**config.mk**
```make
export PLATFORM = sky130hd
export DESIGN_NAME = alu_unit
export DESIGN_NICKNAME = d
export VERILOG_FILES = /design/src/rtl/alu_unit.sv
export SDC_FILE = /design/constraint.sdc
export NUM_CORES = 1
export LEC_CHECK = 0
export ABC_CLOCK_PERIOD_IN_PS = 9900
export CELL_PAD_IN_SITES_DETAIL_PLACEMENT = 1
export CELL_PAD_IN_SITES_GLOBAL_PLACEMENT = 2
export CORE_MARGIN = 5
export CORE_UTILIZATION = 37
export CTS_CLUSTER_DIAMETER = 120
export DETAILED_ROUTE_END_ITERATION = 7
export PLACE_DENSITY_LB_ADDON = 0.1
export RECOVER_POWER = 100
export SYNTH_ARGS = -nofsm -noshare
export SYNTH_HDL_FRONTEND = slang
export SYNTH_SLANG_ARGS = --single-unit
```
**constraint.sdc**
```tcl
create_clock -name clk -period 9.9 [get_ports clk]
set_clock_uncertainty 0.05 [all_clocks]
set_input_delay 1.98 -clock clk [delete_from_list [all_inputs] [get_ports clk]]
set_output_delay 1.98 -clock clk [all_outputs]
set_load 0.05 [all_outputs]
```
**src/rtl/alu_unit.sv**
```systemverilog
// Multi-cycle 16-bit ALU: one-cycle EXEC ops plus an optional 16-step shift-add multiplier.
// Define ALU_MUL_EN to build the MUL state, iteration counter and multiplier datapath.
module alu_unit (
  input  logic        clk,
  input  logic        rst_n,
  input  logic        start,
  input  logic [2:0]  op,
  input  logic [15:0] ac_in,
  input  logic [15:0] bus_in,
  output logic [15:0] result,
  output logic        z_flag,
  output logic        c_flag,
  output logic        busy,
  output logic        done
);

  localparam logic [2:0] OP_PASS = 3'b000;
  localparam logic [2:0] OP_ADD  = 3'b001;
  localparam logic [2:0] OP_SUB  = 3'b010;
  localparam logic [2:0] OP_AND  = 3'b011;
  localparam logic [2:0] OP_OR   = 3'b100;
  localparam logic [2:0] OP_NOT  = 3'b101;
  localparam logic [2:0] OP_INC  = 3'b110;
  localparam logic [2:0] OP_MUL  = 3'b111;

`ifdef ALU_MUL_EN
  typedef enum logic [1:0] {S_IDLE = 2'd0, S_EXEC = 2'd1, S_DONE = 2'd2, S_MUL = 2'd3} state_t;
`else
  typedef enum logic [1:0] {S_IDLE = 2'd0, S_EXEC = 2'd1, S_DONE = 2'd2} state_t;
`endif

  state_t      state_q, state_d;
  logic [15:0] a_q, b_q;
  logic [2:0]  op_q;
  logic [15:0] result_q;
  logic        z_q, c_q;
  logic [15:0] exec_res;
  logic        exec_c;
  logic [16:0] sum17;

  // State register
  always_ff @(posedge clk or negedge rst_n) begin
    if (!rst_n) state_q <= S_IDLE;
    else        state_q <= state_d;
  end

`ifdef ALU_MUL_EN
  logic [3:0]  cnt_q;
  logic [31:0] prod_q, prod_d, partial;

  // One partial product per edge, selected by the current multiplier bit
  always_comb begin
    partial = b_q[cnt_q] ? ({16'd0, a_q} << cnt_q) : 32'd0;
    prod_d  = prod_q + partial;
  end

  always_ff @(posedge clk or negedge rst_n) begin
    if (!rst_n) begin
      cnt_q  <= 4'd0;
      prod_q <= 32'd0;
    end else if (state_q == S_IDLE && start) begin
      cnt_q  <= 4'd0;
      prod_q <= 32'd0;
    end else if (state_q == S_MUL) begin
      cnt_q  <= cnt_q + 4'd1;
      prod_q <= prod_d;
    end
  end
`endif

  // Next-state logic
  always_comb begin
    state_d = state_q;
    case (state_q)
      S_IDLE: begin
        if (start) begin
`ifdef ALU_MUL_EN
          state_d = (op == OP_MUL) ? S_MUL : S_EXEC;
`else
          state_d = S_EXEC;
`endif
        end
      end
      S_EXEC: state_d = S_DONE;
`ifdef ALU_MUL_EN
      S_MUL:  if (cnt_q == 4'd15) state_d = S_DONE;
`endif
      S_DONE: state_d = S_IDLE;
      default: state_d = S_IDLE;
    endcase
  end

  // Moore outputs
  always_comb begin
    busy = (state_q != S_IDLE);
    done = (state_q == S_DONE);
  end

  // Single-cycle operations; op 111 lands here only in the multiplier-less build
  always_comb begin
    sum17    = {1'b0, a_q} + {1'b0, b_q};
    exec_res = 16'd0;
    exec_c   = 1'b0;
    case (op_q)
      OP_PASS: exec_res = b_q;
      OP_ADD:  begin exec_res = sum17[15:0]; exec_c = sum17[16]; end
      OP_SUB:  begin exec_res = a_q - b_q;   exec_c = (a_q < b_q); end
      OP_AND:  exec_res = a_q & b_q;
      OP_OR:   exec_res = a_q | b_q;
      OP_NOT:  exec_res = ~a_q;
      OP_INC:  begin exec_res = a_q + 16'd1; exec_c = &a_q; end
      default: begin exec_res = 16'd0; exec_c = 1'b0; end
    endcase
  end

  // Operand latch and result/flag registers
  always_ff @(posedge clk or negedge rst_n) begin
    if (!rst_n) begin
      a_q      <= 16'd0;
      b_q      <= 16'd0;
      op_q     <= 3'd0;
      result_q <= 16'd0;
      z_q      <= 1'b0;
      c_q      <= 1'b0;
    end else begin
      if (state_q == S_IDLE && start) begin
        a_q  <= ac_in;
        b_q  <= bus_in;
        op_q <= op;
      end
      if (state_q == S_EXEC) begin
        result_q <= exec_res;
        z_q      <= (exec_res == 16'd0);
        c_q      <= exec_c;
      end
`ifdef ALU_MUL_EN
      if (state_q == S_MUL && cnt_q == 4'd15) begin
        result_q <= prod_d[15:0];
        z_q      <= (prod_d[15:0] == 16'd0);
        c_q      <= |prod_d[31:16];
      end
`endif
    end
  end

  assign result = result_q;
  assign z_flag = z_q;
  assign c_flag = c_q;

endmodule

```
# == Word level (Yosys, flattened, before mapping) ==
# Cells that the tools add are included.
# totals
register_bits,55
inputBits,38
# classes
add_sub_neg,3
magnitude_cmp,1
n_eq_ne,9
n_mux,4
n_bitwise,3
n_reduce_logical,6
# op_table
operator,count
case mux 16 bit (7 select lines),1
adder 16 x 16 -> 17 bit,1
adder 16 x 1 -> 16 bit (second input constant),1
AND 16 bit,1
zero test 16 bit,1
< comparator 16 bit,1
NOT 16 bit,1
OR 16 bit,1
AND reduction 16 bit,1
subtractor 16 bit,1
== test 3 bit (second input constant),3
== test 3 x 2 -> 1 bit (second input constant),2
case mux 2 bit (2 select lines),1
== test 3 x 1 -> 1 bit (second input constant),1
zero test 3 bit,1
case mux 1 bit (3 select lines),1
== test 2 x 1 -> 1 bit (second input constant),1
== test 2 bit (second input constant),1
zero test 2 bit,1
two-way mux 2 bit,1
!= test 2 bit (second input constant),1
nonzero test 2 bit,1
logical AND 1 bit,1

# == Depth between registers and ports, before layout ==
# depth
depth_word,3
ltp_mapped,12
ltp_nobuf,12

# == Worst setup path after synthesis ==
# No wires, ideal clock.
# synth_path
path_type,register to register
start,register a_q[2]
end,"register z_q, in the netlist z_flag"
setup_time_ps,103
arrival_ps,3205
required_ps,9747
setup_slack_ps,6541
stages_incl_launch_ff,12
path_buffers,1
synth_period_minus_slack_ps,3359
cell_sequence,dfrtp_1 -> inv_1 -> ha_1 -> buf_6 -> nand2b_4 -> a2111o_1 -> a2111oi_4 -> o41ai_2 -> a221o_1 -> a2111oi_2 -> nand4_1 -> o41ai_2
# synth_via
elab_chain_len,3
word_cells_on_any_way,8
cone_classes,3 x add/sub; 1 x mux; 3 x bitwise; 1 x reduce/logical
# synth_lines
item,line_no,source
from (decl),33,"logic [15:0] a_q, b_q;"
from (signal assigned),127,a_q <= ac_in;
"adder 16 x 1 -> 16 bit, or another cell as far along",111,OP_INC: begin exec_res = a_q + 16'd1; exec_c = &a_q; end
case mux 16 bit (7 select lines) (*),104,case (op_q)
zero test 16 bit (*),133,z_q <= (exec_res == 16'd0);
to (signal assigned),133,
to (decl),36,"logic z_q, c_q;"
# Every way passes the cells marked *; elsewhere a longest branch is shown, timed or not.
# A chain may end at the register's enable or synchronous reset.

# == Worst setup path after layout ==
# layout_path
start,input start
end,register op_q[2]
# layout_via
elab_chain_len,1
# layout_lines
item,line_no,source
from (decl),6,"input logic start,"
logical AND 1 bit,126,if (state_q == S_IDLE && start) begin
to (signal assigned),129,op_q <= op;
to (decl),34,logic [2:0] op_q;
# No other way between the ends.

==> impl_results.md <==
- Clk pwr share: 11.8%
- Endpoints failing setup: 0
- Max clock buf depth: 2
- Achievable Freq: 181 MHz
- Reg2reg end: z_flag
- Minimum clock period: 5.51 ns
- Worst Path Arrival: 5.66 ns
- Vias: 4845
- CTS root buffer: clkbuf_16
- Most frequent cells in the layout: 80 x nand2_1, 59 x o21ai_0, 55 x dfrtp_1
- Least-Margin Pin Slew: 3.62 ns
- Ys flop type: dfrtp_1
- Worst-path clk slew: 0.07 ns
- Antenna-violating nets left: 0
- H-tree levels: 2
- Syn nets: 717
- Post-synthesis sequential area ratio: 27.4%
- CTS tree: built
- Final nets: 746
- Max_cap viols: 2
- Die area: 16000 sq um
- Critical Path Start: start
- Simple-gate share of the synthesized area: 19.3%
- Max rail drop VDD: 99.6 uV
- DR WL/cell: 20.7 um
- Fraction of synthesized cell area in xor and xnor cells: 2.44%
- Internal power: 745 uW
- Post-cts resize count: 0
- Syn_area_per_cell: 8.01 sq um
- Residual DRC count: 0
- Num CTS Buffers: 5
- Library cells used by synthesis: 73
- Critical Path Sink: op_q[2]
- Dpl cell area: 5700 sq um
- Post-synth EDFFs: 0
- Status: complete, but fails checks
- Die Y: 126 um
- Initial core utilization: 37.8%
- Port bufs: 57
- R2R Setup Slk: 5.53 ns
- Worst hold-check path type: reg -> reg
- Static leakage: 2.45 nW
- Number of global-route vias before repair: 4975
- Tot GR Track Use: 22.1%
- Core box area: 13300 sq um
- Sequential power share: 23.0%
- First-pass GRT wire length: 28200 um
- Setup ws final: 4.39 ns
- Hold buffers post-CTS: 0
- Adder-Cell Fraction of Synth Area: 13.3%
- Final WL: 17200 um
- Power density over cell area: 270 nW/um^2
- Remaining Overflow, GRT: 0
- Switching share of power: 52.3%
- Final hold vios: 0
- Final instance area: 5790 sq um
- Cells after DPL: 825
- Largest net degree at the start of global routing: 71
- Row count: 42
- Chip Width: 126 um
- First-pass iteration count of the detailed router: 5
- Synth Instances: 627
- Setup TNS Final: 0 ns
- Crit Path Category: in -> reg
- Gate power share: 65.2%
- Compound-Gate Fraction of Synth Area: 28.3%
- # Post-CTS Setup Buffers: 0
- Combinational family with the most area after synthesis: compound AO/OA/AOI/OAI gates
- Pre-CTS worst setup slack: 5.82 ns
- Worst-path maximum fanout: 70
- Switching power: 817 uW
- Top-Level Pins: 58
- Pins Over Slew Limit: 127
- Antenna cells: 0
- Worst EP required: 10.05 ns
- Clk_lat worst skew: 0.31 ns
- Initial antenna violation count: 0
- Ys async rst share: 100%
- Failing checks: max-capacitance violations, max-slew violations
- Finished Layout Cells: 833
- Vias/cell: 5.82
- Synth warn: 0
- CTS sink cnt: 55
- Mux cell area share after synthesis: 2.89%
- Crit end category: flop
- Routability Congestion: 0.870
- R2r worst-path depth: 12
- Hpwl dp: 13100 um
- Final Power: 1.56 mW
- Area growth from synthesis to layout: 15.4%
- Layout cells sized above 1: 4.57%
- CP Launch Type: input port
- Commonest non-fill, non-tap cell in the layout: nand2_1
- Fin crit share: 55.7%
- Rel. slew slack: -142%
- Unrepaired setup endpoints after global routing: false
- Initial DRC Count: 327
- Mapped Area: 5020 sq um
- Filler cells: 1617
- Register bit total from synthesis: 55
- Critical R2R Launch: a_q[0]
==> state kept, by name (all words and copies together), names as in the netlist <==
name,count
c_flag,1
result,16
b_q,16
state_q,2
op_q,3
a_q,16
z_flag,1
==> how the worst min path moves through the flow <==
stage | start | endpoint | cells after the start
3_5_place_dp | result[9] | result[9] | 2
3_3_place_gp | result[9] | result[9] | 2
6_report | result[9] | result[9] | 2
2_1_floorplan | b_q[2] | b_q[2] | 2
5_1_grt | result[9] | result[9] | 2
4_1_cts | result[9] | result[9] | 2
==> through the flow <==
stage                     utilization (%)  hold WS (ns)
after detailed placement             42.9         0.406
after CTS                            43.9         0.422
final                                43.6         0.408
after global routing                 43.6         0.422
after global placement               42.9         0.400
after floorplan                         -         0.525
==> logic make-up (layout without fill, tap and decap cells) <==
logic type                 count (synthesis)  count (layout)
buffers and inverters                     84             114
AOI/OAI and AO/OA                        203             203
DFF                                       55              55
muxes                                     14              14
and+or+nand+nor                          205             205
adders and majority gates                 52              52
xor gates and xnor gates                  14              14
==> final cells by class <==
cell class / count / area, sq um / share of cell area, %
Sequential cell: 55 / 1380 / 23.8
Timing Repair Buffer: 62 / 599 / 10.3
Clock inverter: 2 / 12.5 / 0.216
Multi-Input combinational cell: 488 / 3290 / 56.8
Tap cell: 176 / 220 / 3.80
Clock buffer: 6 / 129 / 2.22
Inverter: 44 / 165 / 2.85
==> cell usage after synthesis, drive strengths merged (5+ instances only) <==
master / number / share of area, %
nor3: 12 / 1.2
nand4: 6 / 0.75
a2111oi: 6 / 1.5
nand2: 80 / 6.0
a22oi: 7 / 1.0
o211ai: 11 / 1.6
mux2i: 10 / 2.0
nor4: 6 / 0.75
xnor2: 13 / 2.3
o21ai: 64 / 6.4
nand2b: 11 / 1.5
inv: 44 / 3.3
nand3: 14 / 1.4
dfrtp: 55 / 27
nor2b: 10 / 1.2
clkbuf: 38 / 2.9
a21oi: 31 / 3.2
a221oi: 10 / 1.7
a211oi: 5 / 0.75
o31ai: 5 / 0.75
o22ai: 7 / 0.87
ha: 50 / 12
o221ai: 7 / 1.2
or2: 5 / 0.62
nor2: 43 / 3.2
==> critical path, stage by stage <==
cell           delay [ns]
dlygate4sd3_1        0.53
inv_1                0.04
nor2_1               2.62
mux2_2               0.49
==> layer usage <==
| metal | vias to the layer above | routed length (um) | part of all wire, % | global-route usage (%) |
|---|---|---|---|---|
| li1 | 2319 | - | - | - |
| met1 | 2403 | 9010 | 52 | 34.5 |
| met2 | 111 | 7370 | 43 | 32.9 |
| met3 | 12 | 689 | 4.0 | 2.90 |
| met4 | 0 | 151 | 0.88 | 3.41 |
| met5 | - | 0 | 0 | 0 |
==> power by group through the flow <==
| stage | clock (mW) | sequential (mW) | combinational (mW) |
|---|---|---|---|
| floorplan | 0 | 0.464 | 0.616 |
| global placement | 0 | 0.361 | 1.01 |
| detailed placement | 0 | 0.366 | 1.03 |
| CTS | 0.190 | 0.362 | 1.04 |
| global route | 0.198 | 0.373 | 1.11 |
| finish | 0.185 | 0.359 | 1.02 |
No activity file was read; power rests on OpenSTA's default activity.
